$ cat config.mk
export PLATFORM = sky130hd
export DESIGN_NAME = mole_spawner
export DESIGN_NICKNAME = d
export VERILOG_FILES = /design/src/rtl/mole_spawner_pkg.sv /design/src/rtl/mole_lfsr16.sv /design/src/rtl/mole_spawner.sv
export SDC_FILE = /design/constraint.sdc
export NUM_CORES = 1
export LEC_CHECK = 0
export CAP_MARGIN = 10
export CORE_MARGIN = 2
export CORE_UTILIZATION = 50
export CTS_CLUSTER_DIAMETER = 120
export DETAILED_ROUTE_END_ITERATION = 7
export GPL_TIMING_DRIVEN = 0
export PLACE_DENSITY = 0.77
export SYNTH_ARGS = -nofsm -noshare
export SYNTH_HDL_FRONTEND = slang
export SYNTH_SLANG_ARGS = --single-unit
export TNS_END_PERCENT = 50
$ cat constraint.sdc
create_clock -name clk_game -period 3 [get_ports clk_game]
set_input_delay 0.75 -clock clk_game [delete_from_list [all_inputs] [get_ports clk_game]]
set_output_delay 0.75 -clock clk_game [all_outputs]
set_load 0.02 [all_outputs]
$ cat src/rtl/mole_spawner_pkg.sv
// Shared definitions for the mole spawner slice.
// Contents:
//   state_t            : spawner FSM states (3-bit encoding)
//   LFSR_TAP_MASK      : feedback taps of x^16+x^14+x^13+x^11+1
//   DEFAULT_LFSR_SEED  : default non-zero LFSR reset value
//   HOLE_W             : width of a hole index (covers up to 16 holes)
//   lfsr_step()        : one Fibonacci LFSR shift
//   pick_hole()        : random hole index that never repeats the previous one
package mole_spawner_pkg;

    typedef enum logic [2:0] {
        ST_IDLE  = 3'd0,
        ST_GAP   = 3'd1,
        ST_SPAWN = 3'd2,
        ST_WAIT  = 3'd3,
        ST_OVER  = 3'd4
    } state_t;

    // Right-shifting Fibonacci form: feedback enters at bit 15 and is the
    // XOR of bits 0, 2, 3 and 5 (the reversed tap set of the polynomial).
    localparam logic [15:0] LFSR_TAP_MASK     = 16'h002D;
    localparam logic [15:0] DEFAULT_LFSR_SEED = 16'hACE1;
    localparam int unsigned HOLE_W            = 4;

    function automatic logic [15:0] lfsr_step(input logic [15:0] s);
        return {^(s & LFSR_TAP_MASK), s[15:1]};
    endfunction

    // Reduce a 4-bit random value onto the hole range; if it lands on the
    // previously lit hole, step to the next hole so moles never repeat.
    function automatic logic [HOLE_W-1:0] pick_hole(
        input logic [3:0]        rnd,
        input logic [HOLE_W-1:0] prev,
        input int unsigned       n
    );
        int unsigned idx;
        idx = {28'd0, rnd} % n;
        if (idx == {28'd0, prev}) begin
            idx = (idx + 1) % n;
        end
        return HOLE_W'(idx);
    endfunction

endpackage

$ cat src/rtl/mole_lfsr16.sv
// Free-running, seedable 16-bit Fibonacci LFSR.
// Ports:
//   clk     : clock; the register shifts on every rising edge
//   rst_n   : asynchronous active-low reset, loads SEED
//   o_rand  : low OUT_W bits of the LFSR state
module mole_lfsr16
    import mole_spawner_pkg::*;
#(
    parameter logic [15:0] SEED  = DEFAULT_LFSR_SEED,
    parameter int unsigned OUT_W = 4
) (
    input  logic             clk,
    input  logic             rst_n,
    output logic [OUT_W-1:0] o_rand
);

    logic [15:0] r_state;

    always_ff @(posedge clk or negedge rst_n) begin
        if (!rst_n) begin
            r_state <= SEED;
        end else begin
            r_state <= lfsr_step(r_state);
        end
    end

    assign o_rand = r_state[OUT_W-1:0];

endmodule

$ cat src/rtl/mole_spawner.sv
// Whack-a-mole game sequencer: spawn / visible / gap loop with scoring.
// Ports:
//   clk_game      : game clock
//   rst_n         : asynchronous active-low reset
//   enable        : game running; low returns to IDLE on the next edge
//   btn_pulse     : one-cycle debounced press per hole
//   timeout_pulse : one-cycle expiry from the mole timer
//   start         : one-cycle pulse arming the mole timer (SPAWN state)
//   mole_onehot   : registered lit hole, zero when no mole is up
//   hit_pulse     : one cycle per hit
//   miss_pulse    : one cycle per miss (timeout or wrong button)
//   score         : hit count, saturates at 255
//   misses        : miss count, saturates at 15
//   game_over     : high while in OVER
module mole_spawner
    import mole_spawner_pkg::*;
#(
    parameter int unsigned NUM_HOLES  = 8,
    parameter int unsigned GAP_TICKS  = 3,
    parameter int unsigned MISS_LIMIT = 3,
    parameter logic [15:0] LFSR_SEED  = DEFAULT_LFSR_SEED
) (
    input  logic                 clk_game,
    input  logic                 rst_n,
    input  logic                 enable,
    input  logic [NUM_HOLES-1:0] btn_pulse,
    input  logic                 timeout_pulse,
    output logic                 start,
    output logic [NUM_HOLES-1:0] mole_onehot,
    output logic                 hit_pulse,
    output logic                 miss_pulse,
    output logic [7:0]           score,
    output logic [3:0]           misses,
    output logic                 game_over
);

    state_t                r_state;
    state_t                w_state_nxt;
    logic [15:0]           r_gap_cnt;
    logic [HOLE_W-1:0]     r_hole;
    logic [NUM_HOLES-1:0]  r_mole;
    logic                  r_hit;
    logic                  r_miss;
    logic [7:0]            r_score;
    logic [3:0]            r_misses;

    logic [3:0]            w_rand;
    logic [HOLE_W-1:0]     w_pick;
    logic [NUM_HOLES-1:0]  w_pick_oh;
    logic                  w_hit;
    logic                  w_wrong;
    logic                  w_miss;
    logic                  w_gap_done;
    logic                  w_limit;
    logic [7:0]            w_score_inc;
    logic [3:0]            w_misses_inc;

    mole_lfsr16 #(
        .SEED  (LFSR_SEED),
        .OUT_W (4)
    ) u_lfsr (
        .clk    (clk_game),
        .rst_n  (rst_n),
        .o_rand (w_rand)
    );

    assign w_pick    = pick_hole(w_rand, r_hole, NUM_HOLES);
    assign w_pick_oh = NUM_HOLES'(1) << w_pick;

    // r_mole is the one-hot of r_hole throughout WAIT, so it doubles as the
    // mask for the correct button. A correct press always beats a wrong
    // press or a timeout in the same cycle.
    assign w_hit   = |(btn_pulse & r_mole);
    assign w_wrong = |(btn_pulse & ~r_mole);
    assign w_miss  = !w_hit && (w_wrong || timeout_pulse);

    assign w_gap_done   = (r_gap_cnt == 16'(GAP_TICKS - 1));
    assign w_score_inc  = (r_score == 8'hFF) ? r_score : r_score + 8'd1;
    assign w_misses_inc = (r_misses == 4'hF) ? r_misses : r_misses + 4'd1;
    assign w_limit      = (w_misses_inc >= 4'(MISS_LIMIT));

    // State register
    always_ff @(posedge clk_game or negedge rst_n) begin
        if (!rst_n) begin
            r_state <= ST_IDLE;
        end else begin
            r_state <= w_state_nxt;
        end
    end

    // Next-state logic
    always_comb begin
        w_state_nxt = r_state;
        if (!enable) begin
            w_state_nxt = ST_IDLE;
        end else begin
            case (r_state)
                ST_IDLE:  w_state_nxt = ST_GAP;
                ST_GAP:   if (w_gap_done) w_state_nxt = ST_SPAWN;
                ST_SPAWN: w_state_nxt = ST_WAIT;
                ST_WAIT: begin
                    if (w_hit) begin
                        w_state_nxt = ST_GAP;
                    end else if (w_miss) begin
                        w_state_nxt = w_limit ? ST_OVER : ST_GAP;
                    end
                end
                ST_OVER:  w_state_nxt = ST_OVER;
                default:  w_state_nxt = ST_IDLE;
            endcase
        end
    end

    // State-decoded outputs
    always_comb begin
        start     = (r_state == ST_SPAWN);
        game_over = (r_state == ST_OVER);
    end

    // Counters, hole latch and registered pulses
    always_ff @(posedge clk_game or negedge rst_n) begin
        if (!rst_n) begin
            r_gap_cnt <= '0;
            r_hole    <= '0;
            r_mole    <= '0;
            r_hit     <= 1'b0;
            r_miss    <= 1'b0;
            r_score   <= '0;
            r_misses  <= '0;
        end else begin
            r_hit  <= 1'b0;
            r_miss <= 1'b0;
            if (!enable) begin
                r_mole    <= '0;
                r_gap_cnt <= '0;
            end else begin
                case (r_state)
                    ST_IDLE: begin
                        r_gap_cnt <= '0;
                        r_score   <= '0;
                        r_misses  <= '0;
                    end
                    ST_GAP: begin
                        r_gap_cnt <= r_gap_cnt + 16'd1;
                    end
                    ST_SPAWN: begin
                        r_hole <= w_pick;
                        r_mole <= w_pick_oh;
                    end
                    ST_WAIT: begin
                        if (w_hit) begin
                            r_hit     <= 1'b1;
                            r_score   <= w_score_inc;
                            r_mole    <= '0;
                            r_gap_cnt <= '0;
                        end else if (w_miss) begin
                            r_miss    <= 1'b1;
                            r_misses  <= w_misses_inc;
                            r_mole    <= '0;
                            r_gap_cnt <= '0;
                        end
                    end
                    default: begin
                        r_mole <= '0;
                    end
                endcase
            end
        end
    end

    assign mole_onehot = r_mole;
    assign hit_pulse   = r_hit;
    assign miss_pulse  = r_miss;
    assign score       = r_score;
    assign misses      = r_misses;

endmodule

; Word level (Yosys, flattened, before mapping)
; Cells that the tools add are included.
[word_totals]
ff_bits = 61
output_inout_bits = 24
latch_bits = 0
romBits = 0
n_memories = 0
in_bits = 12
ram_bits = 0
[op_classes]
n_addsub = 4
shift = 1
n_bitwise = 3
n_eq_ne = 16
div = 0
muxes = 29
n_reduce_logical = 15
n_mul = 0
n_lt_le_gt_ge = 1
[ops]
columns = operator, n
row1 = two-way mux 16 bit, 3
row2 = case mux 16 bit (3 select lines), 1
row3 = two-way mux 8 bit, 5
row4 = case mux 8 bit (3 select lines), 1
row5 = two-way mux 3 bit, 6
row6 = "adder 16 x 1 -> 16 bit, second input constant", 1
row7 = AND 8 bit, 2
row8 = "== test 16 x 2 -> 1 bit, second input constant", 1
row9 = case mux 8 bit (2 select lines), 1
row10 = OR reduction 8 bit, 2
row11 = parity 16 bit, 1
row12 = case mux 3 bit (5 select lines), 1
row13 = two-way mux 4 bit, 3
row14 = "inequality test 2 bit, second input constant", 5
row15 = "adder 8 x 1 -> 8 bit, second input constant", 1
row16 = "== test 8 bit, second input constant", 1
row17 = inverter 8 bit, 1
row18 = case mux 4 bit (2 select lines), 1
row19 = AND reduction 2 bit, 4
row20 = AND reduction 4 bit, 2
row21 = "left shift 1 x 4 -> 8 bit, first input constant", 1
row22 = two-way mux 1 bit, 7
row23 = "== test 3 x 2 -> 1 bit, second input constant", 2
row24 = "adder 4 x 1 -> 4 bit, second input constant", 1
row25 = 15 further kinds, 15

; Logic depth before layout (Yosys ltp)
; Gate-level depths: netlist (run 1).
[logic_depth]
ltp_word = 9
ltp_mapped = 7
depth_no_buf = 6

; Modules after synthesis
; Synthesis (run 1) repeated with hierarchy kept, for this count alone.
[hier_totals]
hier_cells = 319
area_unflattened_um2 = 3191.8
[modules_own_cells]
columns = mod, area_each_um2, n_inst, cells_each
row1 = mole_spawner, 2725.1, 1, 296
row2 = mole_lfsr16, 466.7, 1, 23

; Worst setup path after synthesis (run 1)
; No wires, ideal clock.
[synth_timing]
kind = in2reg
from = in btn_pulse[5]
to = reg r_gap_cnt[4]
setup_slack_ns = 0.928
path_buffers = 1
cell_stages = 6
required_time_ns = 2.918
arrival_ns = 1.990
cell_sequence = nor2b_1 -> a2111oi_2 -> nand3_1 -> o21a_1 -> buf_2 -> a31oi_1
[synth_via]
elab_chain_len = 6
word_cells_on_any_way = 12
classes_between = 1 x eq/ne / 3 x mux / 2 x bitwise / 6 x reduce/logical
[synth_rtl]
columns = element, line_no
row1 = from (decl), mole_spawner.sv:26  ; input logic [NUM_HOLES-1:0] btn_pulse,
row2 = "AND 8 bit, on equally long branches", "mole_spawner.sv:73, mole_spawner.sv:74"
row3 = "OR reduction 8 bit, on equally long branches", "mole_spawner.sv:73, mole_spawner.sv:74"
row4 = zero test 1 bit / logical OR 1 bit (equally long branches), mole_spawner.sv:75  ; assign w_miss = !w_hit && (w_wrong || timeout_pulse);
row5 = logical AND 1 bit, mole_spawner.sv:75
row6 = inequality test 4 bit (no source line), --
row7 = AND reduction 2 bit (no source line), --
row8 = to (signal assigned), mole_spawner.sv:144  ; r_gap_cnt <= r_gap_cnt + 16'd1;
row9 = to (decl), mole_spawner.sv:39  ; logic [15:0] r_gap_cnt;
; Parallel ways exist; a longest one is shown, timed or not.
; A chain may end at the register's enable or synchronous reset.

; Worst setup path in the final report (run 1)
[layout_timing]
from = reg r_state[1]
to = out start
[layout_via]
elab_chain_len = 1
[layout_rtl]
columns = element, line_no
row1 = from (decl), mole_spawner.sv:37  ; state_t r_state;
row2 = from (signal assigned), mole_spawner.sv:87  ; r_state <= w_state_nxt;
row3 = == test 3 x 2 -> 1 bit, mole_spawner.sv:116  ; start = (r_state == ST_SPAWN);
row4 = to (decl), mole_spawner.sv:28  ; output logic start,
; Every way passes these cells.

==> results of run 1 <==
final cells by class:
type                       instances  area, sq um  share of cell area, %
buffer                             8         38.8                   1.08
clock buffer                      10          138                   3.83
clock inverter                     6         63.8                   1.78
inverter                          13         48.8                   1.36
multi-input combinational        210         1330                   37.2
sequential                        60         1510                   42.1
tap                               72         90.1                   2.51
timing repair buffer              36          365                   10.2
flip-flops by register name, summed over array words and instances, names as in the netlist:
register	count
r_state	3
miss_pulse	1
u_lfsr.r_state	16
r_hole	3
hit_pulse	1
score	8
misses	4
mole_onehot	8
r_gap_cnt	16
critical path: cells and delay by family (launching register included):
kind	cells	cell delay, ns
buffers and inverters	2	0.81
flip-flops	1	0.33
AND/OR/NAND/NOR	2	0.43
layout by cell type (no fill, tap or decap), drive strengths merged, types with 3 or more instances in the layout:
master / synthesis / layout
a22oi: 4 / 4
nor2: 18 / 18
a31oi: 8 / 8
nand3: 19 / 19
nand2: 26 / 26
and3: 6 / 6
dfrtp: 52 / 52
nor4: 7 / 7
mux2i: 4 / 4
o21ai: 12 / 12
clkbuf: 2 / 12
o21a: 4 / 4
ha: 5 / 5
dfstp: 8 / 8
a21oi: 18 / 18
xnor2: 9 / 9
nor3: 10 / 10
buf: 6 / 8
a211o: 3 / 3
inv: 13 / 13
clkinv: 0 / 3
nor2b: 9 / 9
and2: 5 / 5
nand4: 6 / 6
nand2b: 4 / 4
clkdlybuf4s50: 0 / 34
a32o: 6 / 6
power breakdown:
group / internal, mW / switching (mW) / total [mW]
Combinational: 0.205 / 0.348 / 0.552
Sequential: 0.866 / 0.0583 / 0.924
Clock: 0.404 / 0.322 / 0.726
logic make-up after synthesis:
kind of cell,Yosys count,synth area share (%)
xor gates and xnor gates,10,2.99
and+or+nand+nor,119,21.8
adders and majority gates,5,2.13
DFF,60,51.5
muxes,4,1.37
buffers and inverters,21,2.99
AOI/OAI and AO/OA,72,17.2
per-layer routing:
| metal | track usage, % | up-vias | part of all wire [%] |
|---|---|---|---|
| li1 | - | 1169 | - |
| met1 | 28.7 | 1184 | 48 |
| met2 | 33.2 | 57 | 46 |
| met3 | 4.94 | 14 | 4.1 |
| met4 | 8.31 | 0 | 1.9 |
| met5 | 0 | - | 0 |
per-stage QoR:
stage	cell area [sq um]	hold WS, ns	TNS (ns)
finish	3590	0.351	0
global route	3590	0.362	0
CTS	3590	0.350	0
detailed placement	3390	0.336	0
global placement	3370	0.335	-37.04
floorplan	2930	0.331	0
path summary, 6_finish.rpt:
| check | end | from | slack (ns) |
|---|---|---|---|
| max | start | r_state[1] | 0.35 |
| min | u_lfsr.r_state[8] | u_lfsr.r_state[9] | 0.35 |
| max reg2reg | r_gap_cnt[4] | r_state[2] | 0.82 |
| min reg2reg | u_lfsr.r_state[8] | u_lfsr.r_state[9] | 0.35 |
| max in group asynchronous | u_lfsr.r_state[11] | rst_n | 1.91 |
| min in group asynchronous | mole_onehot[5] | rst_n | 0.43 |
==> reports/results.tsv, run 1 <==
metric	value	unit
maxCapViolCount	0	
chipWidth	80.6	um
cts_made_buffers	9	
grt_pass1_vias	2285	
drt_iter0_drc	208	
boundaryPins	36	
finalWirelength	6310	um
hold_viol	0	
syn_to_final_growth	22.4	%
skew	0.00865	ns
worstPathCellList	buf_2 > nor2b_1 > nor2b_1 > clkdlybuf4s50_1	
crit_type	reg2out	
leakage	1.53	nW
num-fill-cells	439	
hpwl	4420	um
die_h	80.6	um
first_pass_iters	4	
synth_area_leaders	dfrtp_1 (44%), dfstp_2 (7.2%), nand2_1 (3.3%), nand3_1 (3.2%), a21oi_1 (3.1%)	
crit_top_cell	nor2b_1	
tightestPinTransition	0.638	ns
clk_pin_slew	0.07	ns
p_total	2.20	mW
fin_util	64.4	%
yosysUniqueCellTypes	52	
seq_area_frac_synth	51.5	%
grt_usage	21.3	%
ant_nets	0	
htreeDepth	3	
holdBufCountCts	0	
antennaDiodeCount	0	
max_slew_margin	57.2	%
dp.cells	399	
yosys_warnings	0	
row_count	27	
start_util	52.6	%
grt_setup_unrepaired	no	
post-place-ws	0.103	ns
num_vias	2424	
io_buffers	35	
synth_commonest_cells	dfrtp_1 (52), nand2_1 (26), nand3_1 (19), a21oi_1 (18), nor2_1 (18)	
syn_inst	291	
root_buffer	clkbuf_8	
worst_slack	0.348	ns
core	0.00557	sq mm
hold_depth	0	
critPathRequiredTime	2.25	ns
place_congestion	0.818	
synthMostInstantiatedCell	dfrtp_1	
drc	0	
finalNonFillerCells	415	
rr_worst_depth	6	
power_density	613	mW/mm^2
cts_max_path_buffers	2	
finalNetCount	355	
cp-end-kind	primary output	
drt-wirelength-per-cell	15.2	um
fin_crit_sh	88.4	%
slowest_stage	clkdlybuf4s50_1	
drive_gt1_share	12.0	%
clock-sinks	60	
synth-edff-count	0	
netlist_area	0.00293	sq mm
crit_arrival	1.90	ns
post_cts_buffers	0	
antenna_found_initial	0	
grt_overflow	0	
syn-num-nets	308	
synthArstFlopShare	100	%
yosysTopAreaCell	dfrtp_1	
cp-start-kind	flop	
holdCritPathClass	reg2reg	
synth_top_flop_cell	dfrtp_1	
fin_crit	2.65	ns
grt_max_degree	35	
syn_avg_cell_area	10.1	sq um
cts-resized-gates	0	
clk_latency	0.34	ns
synth_top_cell_area_share	44.4	%
setup_viol	0	
viasPerCell	5.84	
grt_pass1_wl	10500	um
cts_tree	done	
worstPathMaxFanout	9	
ys_seq_elements	60	
slew_violations	0	
max_stage_delay	0.63	ns
vdd_drop_max	0.401	mV
die_area	0.00649	sq mm
status	complete, no violations	
fmax	377	MHz
No activity file was read; power rests on OpenSTA's default activity.
==> run 2, diff against run 1 <==
--- a/config.mk
+++ b/config.mk
@@ -6,12 +6,12 @@
 export NUM_CORES = 1
 export LEC_CHECK = 0
 export CAP_MARGIN = 10
-export CORE_MARGIN = 2
 export CORE_UTILIZATION = 50
 export CTS_CLUSTER_DIAMETER = 120
 export DETAILED_ROUTE_END_ITERATION = 7
 export GPL_TIMING_DRIVEN = 0
 export PLACE_DENSITY = 0.77
+export SETUP_SLACK_MARGIN = 0.4
 export SYNTH_ARGS = -nofsm -noshare
 export SYNTH_HDL_FRONTEND = slang
 export SYNTH_SLANG_ARGS = --single-unit
==> reports/results.tsv, run 2 (synthesis results as in run 1) <==
metric	value	unit	change
status	complete, no violations		unchanged
num_vias	2424		unchanged
hold_viol	0		unchanged
cp-end-kind	flop		was primary output
setup_viol	0		unchanged
crit_type	in2reg		was reg2out
leakage	1.55	nW	was 1.53 nW
cts_tree	done		unchanged
fin_crit	2.46	ns	was 2.65 ns
power_density	609	mW/mm^2	was 613 mW/mm^2
max_slew_margin	58.3	%	was 57.2%
layout_common_cells	dfrtp_1 (52), clkdlybuf4s50_1 (32), nand2_1 (26), nand3_1 (19)		was dfrtp_1 (52), clkdlybuf4s50_1 (34), nand2_1 (26), nand3_1 (19)
clock-sinks	60		unchanged
worstPathMaxFanout	8		was 9
grt_setup_unrepaired	no		unchanged
antennaDiodeCount	0		unchanged
hold_depth	0		unchanged
hpwl	4290	um	was 4420 um
rr_worst_depth	5		was 6
clk_latency	0.34	ns	about the same
crit_arrival	2.70	ns	was 1.90 ns
finalWirelength	6200	um	was 6310 um
drt_iter0_drc	218		was 208
worstHoldStart	u_lfsr.r_state[9]		unchanged
hold_end	u_lfsr.r_state[8]		unchanged
place_area	0.00339	sq mm	unchanged
skew	0.00943	ns	was 0.00865 ns
crit_buf_inv	2		unchanged
core	0.00557	sq mm	unchanged
p_total	2.19	mW	was 2.20 mW
place_congestion	0.840		was 0.818
start_util	52.6	%	unchanged
max_stage_delay	0.56	ns	was 0.63 ns
boundaryPins	36		unchanged
final_common_cell	dfrtp_1		unchanged
syn_to_final_growth	22.4	%	about the same
reg2reg_slack	0.95	ns	was 0.82 ns
slew_violations	0		unchanged
vdd_drop_max	0.376	mV	was 0.401 mV
top_regs	r_gap_cnt (16), u_lfsr.r_state (16)		unchanged
worstPathCellList	clkdlybuf4s50_1 > nor2b_1 > buf_2 > o21ai_1 > nor3_2 > a21oi_1 > a31o_2		was buf_2 > nor2b_1 > nor2b_1 > clkdlybuf4s50_1
io_buffers	35		unchanged
root_buffer	clkbuf_8		unchanged
r2r-start	mole_onehot[1]		was r_state[2]
drc	0		unchanged
num-fill-cells	467		was 439
die_area	0.00618	sq mm	was 0.00649 sq mm
cts_made_buffers	9		unchanged
first_pass_iters	5		was 4
drive_gt1_share	12.2	%	was 12.0%
row_count	27		unchanged
grt_usage	22.5	%	was 21.3%
clk_pin_slew	0.07	ns	about the same
antenna_found_initial	0		unchanged
crit_family	buffers and inverters		unchanged
fin_tns_setup	0	ns	unchanged
post_cts_buffers	0		unchanged
design_area	0.00359	sq mm	about the same
viasPerCell	5.84		unchanged
fmax	406	MHz	was 377 MHz
finalNetCount	355		unchanged
critPathRequiredTime	3.24	ns	was 2.25 ns
grt_pass1_vias	2285		unchanged
grt_max_degree	40		was 35
chipWidth	78.6	um	was 80.6 um
drt-wirelength-per-cell	14.9	um	was 15.2 um
slowest_stage	clkdlybuf4s50_1		unchanged
reg2reg_to	r_gap_cnt[11]		was r_gap_cnt[4]
maxCapViolCount	0		unchanged
holdCritPathClass	reg2reg		unchanged
ant_nets	0		unchanged
die_h	78.6	um	was 80.6 um
fin_crit_sh	82.1	%	was 88.4%
tightestPinTransition	0.621	ns	was 0.638 ns
htreeDepth	3		unchanged
cts_max_path_buffers	2		unchanged
grt_overflow	0		unchanged
cp-start-kind	primary input		was flop
grt_pass1_wl	10600	um	was 10500 um
[run 2: changes by cell type in the layout (fill, tap and decap cells not counted), sizes merged]
cell | previous run | this run
clkbuf | 12 | 11
clkdlybuf4s50 | 34 | 32
dlygate4sd2 | 0 | 1
dlymetal6s2s | 0 | 1
inv | 13 | 14
[run 2: area by class of cell]
| class | count | area [sq um] | share of cell area (%) |
|---|---|---|---|
| Tap cell | 72 | 90.1 | 2.51 |
| Buffer | 8 | 40.0 | 1.11 |
| Sequential cell | 60 | 1510 | 42.1 |
| Clock buffer | 9 | 124 | 3.45 |
| Inverter | 13 | 48.8 | 1.36 |
| Multi-Input combinational cell | 210 | 1330 | 37.1 |
| Timing Repair Buffer | 36 | 367 | 10.2 |
| Clock inverter | 7 | 76.3 | 2.13 |
[run 2: timing repair]
action / CTS / global route
resized for setup: 1 / 3
gates cloned: 0 / 0
hold buffers: 0 / 0
setup endpoints to repair: 2 / 9
[run 2: worst max path at each step]
| stage | from | endpoint | slack, ns | depth (start not counted) |
|---|---|---|---|---|
| CTS | r_state[1] | start | 0.36 | 4 |
| global placement | rst_n | r_gap_cnt[7] | -0.71 | 1 |
| global route | enable | r_gap_cnt[7] | 0.44 | 7 |
| floorplan | btn_pulse[5] | r_gap_cnt[4] | 0.93 | 6 |
| finish | enable | score[2] | 0.54 | 7 |
| detailed placement | enable | r_gap_cnt[7] | 0.11 | 7 |
[run 2: where the power goes]
part / switching [mW] / internal, mW / leakage [nW]
registers: 0.0567 / 0.866 / 0.801
logic: 0.341 / 0.204 / 0.657
clock network: 0.334 / 0.387 / 0.0958
total: 0.732 / 1.46 / 1.55
[run 2: per-layer routing]
metal	track usage [%]	wire (um)	vias to the layer above
met5	0	0	-
met4	7.41	67	0
met3	6.74	293	8
met2	34.1	2870	59
met1	30.7	2960	1188
li1	-	-	1169
[run 2: metrics by stage]
step | std cells | worst slack (ns) | hold WS, ns | utilization, %
after floorplan | 291 | 0.928 | 0.331 | -
after global placement | 398 | -0.706 | 0.335 | 60.5
after detailed placement | 399 | 0.111 | 0.338 | 60.8
after CTS | 415 | 0.359 | 0.354 | 64.4
after global routing | 415 | 0.436 | 0.368 | 64.4
final | 415 | 0.537 | 0.353 | 64.4
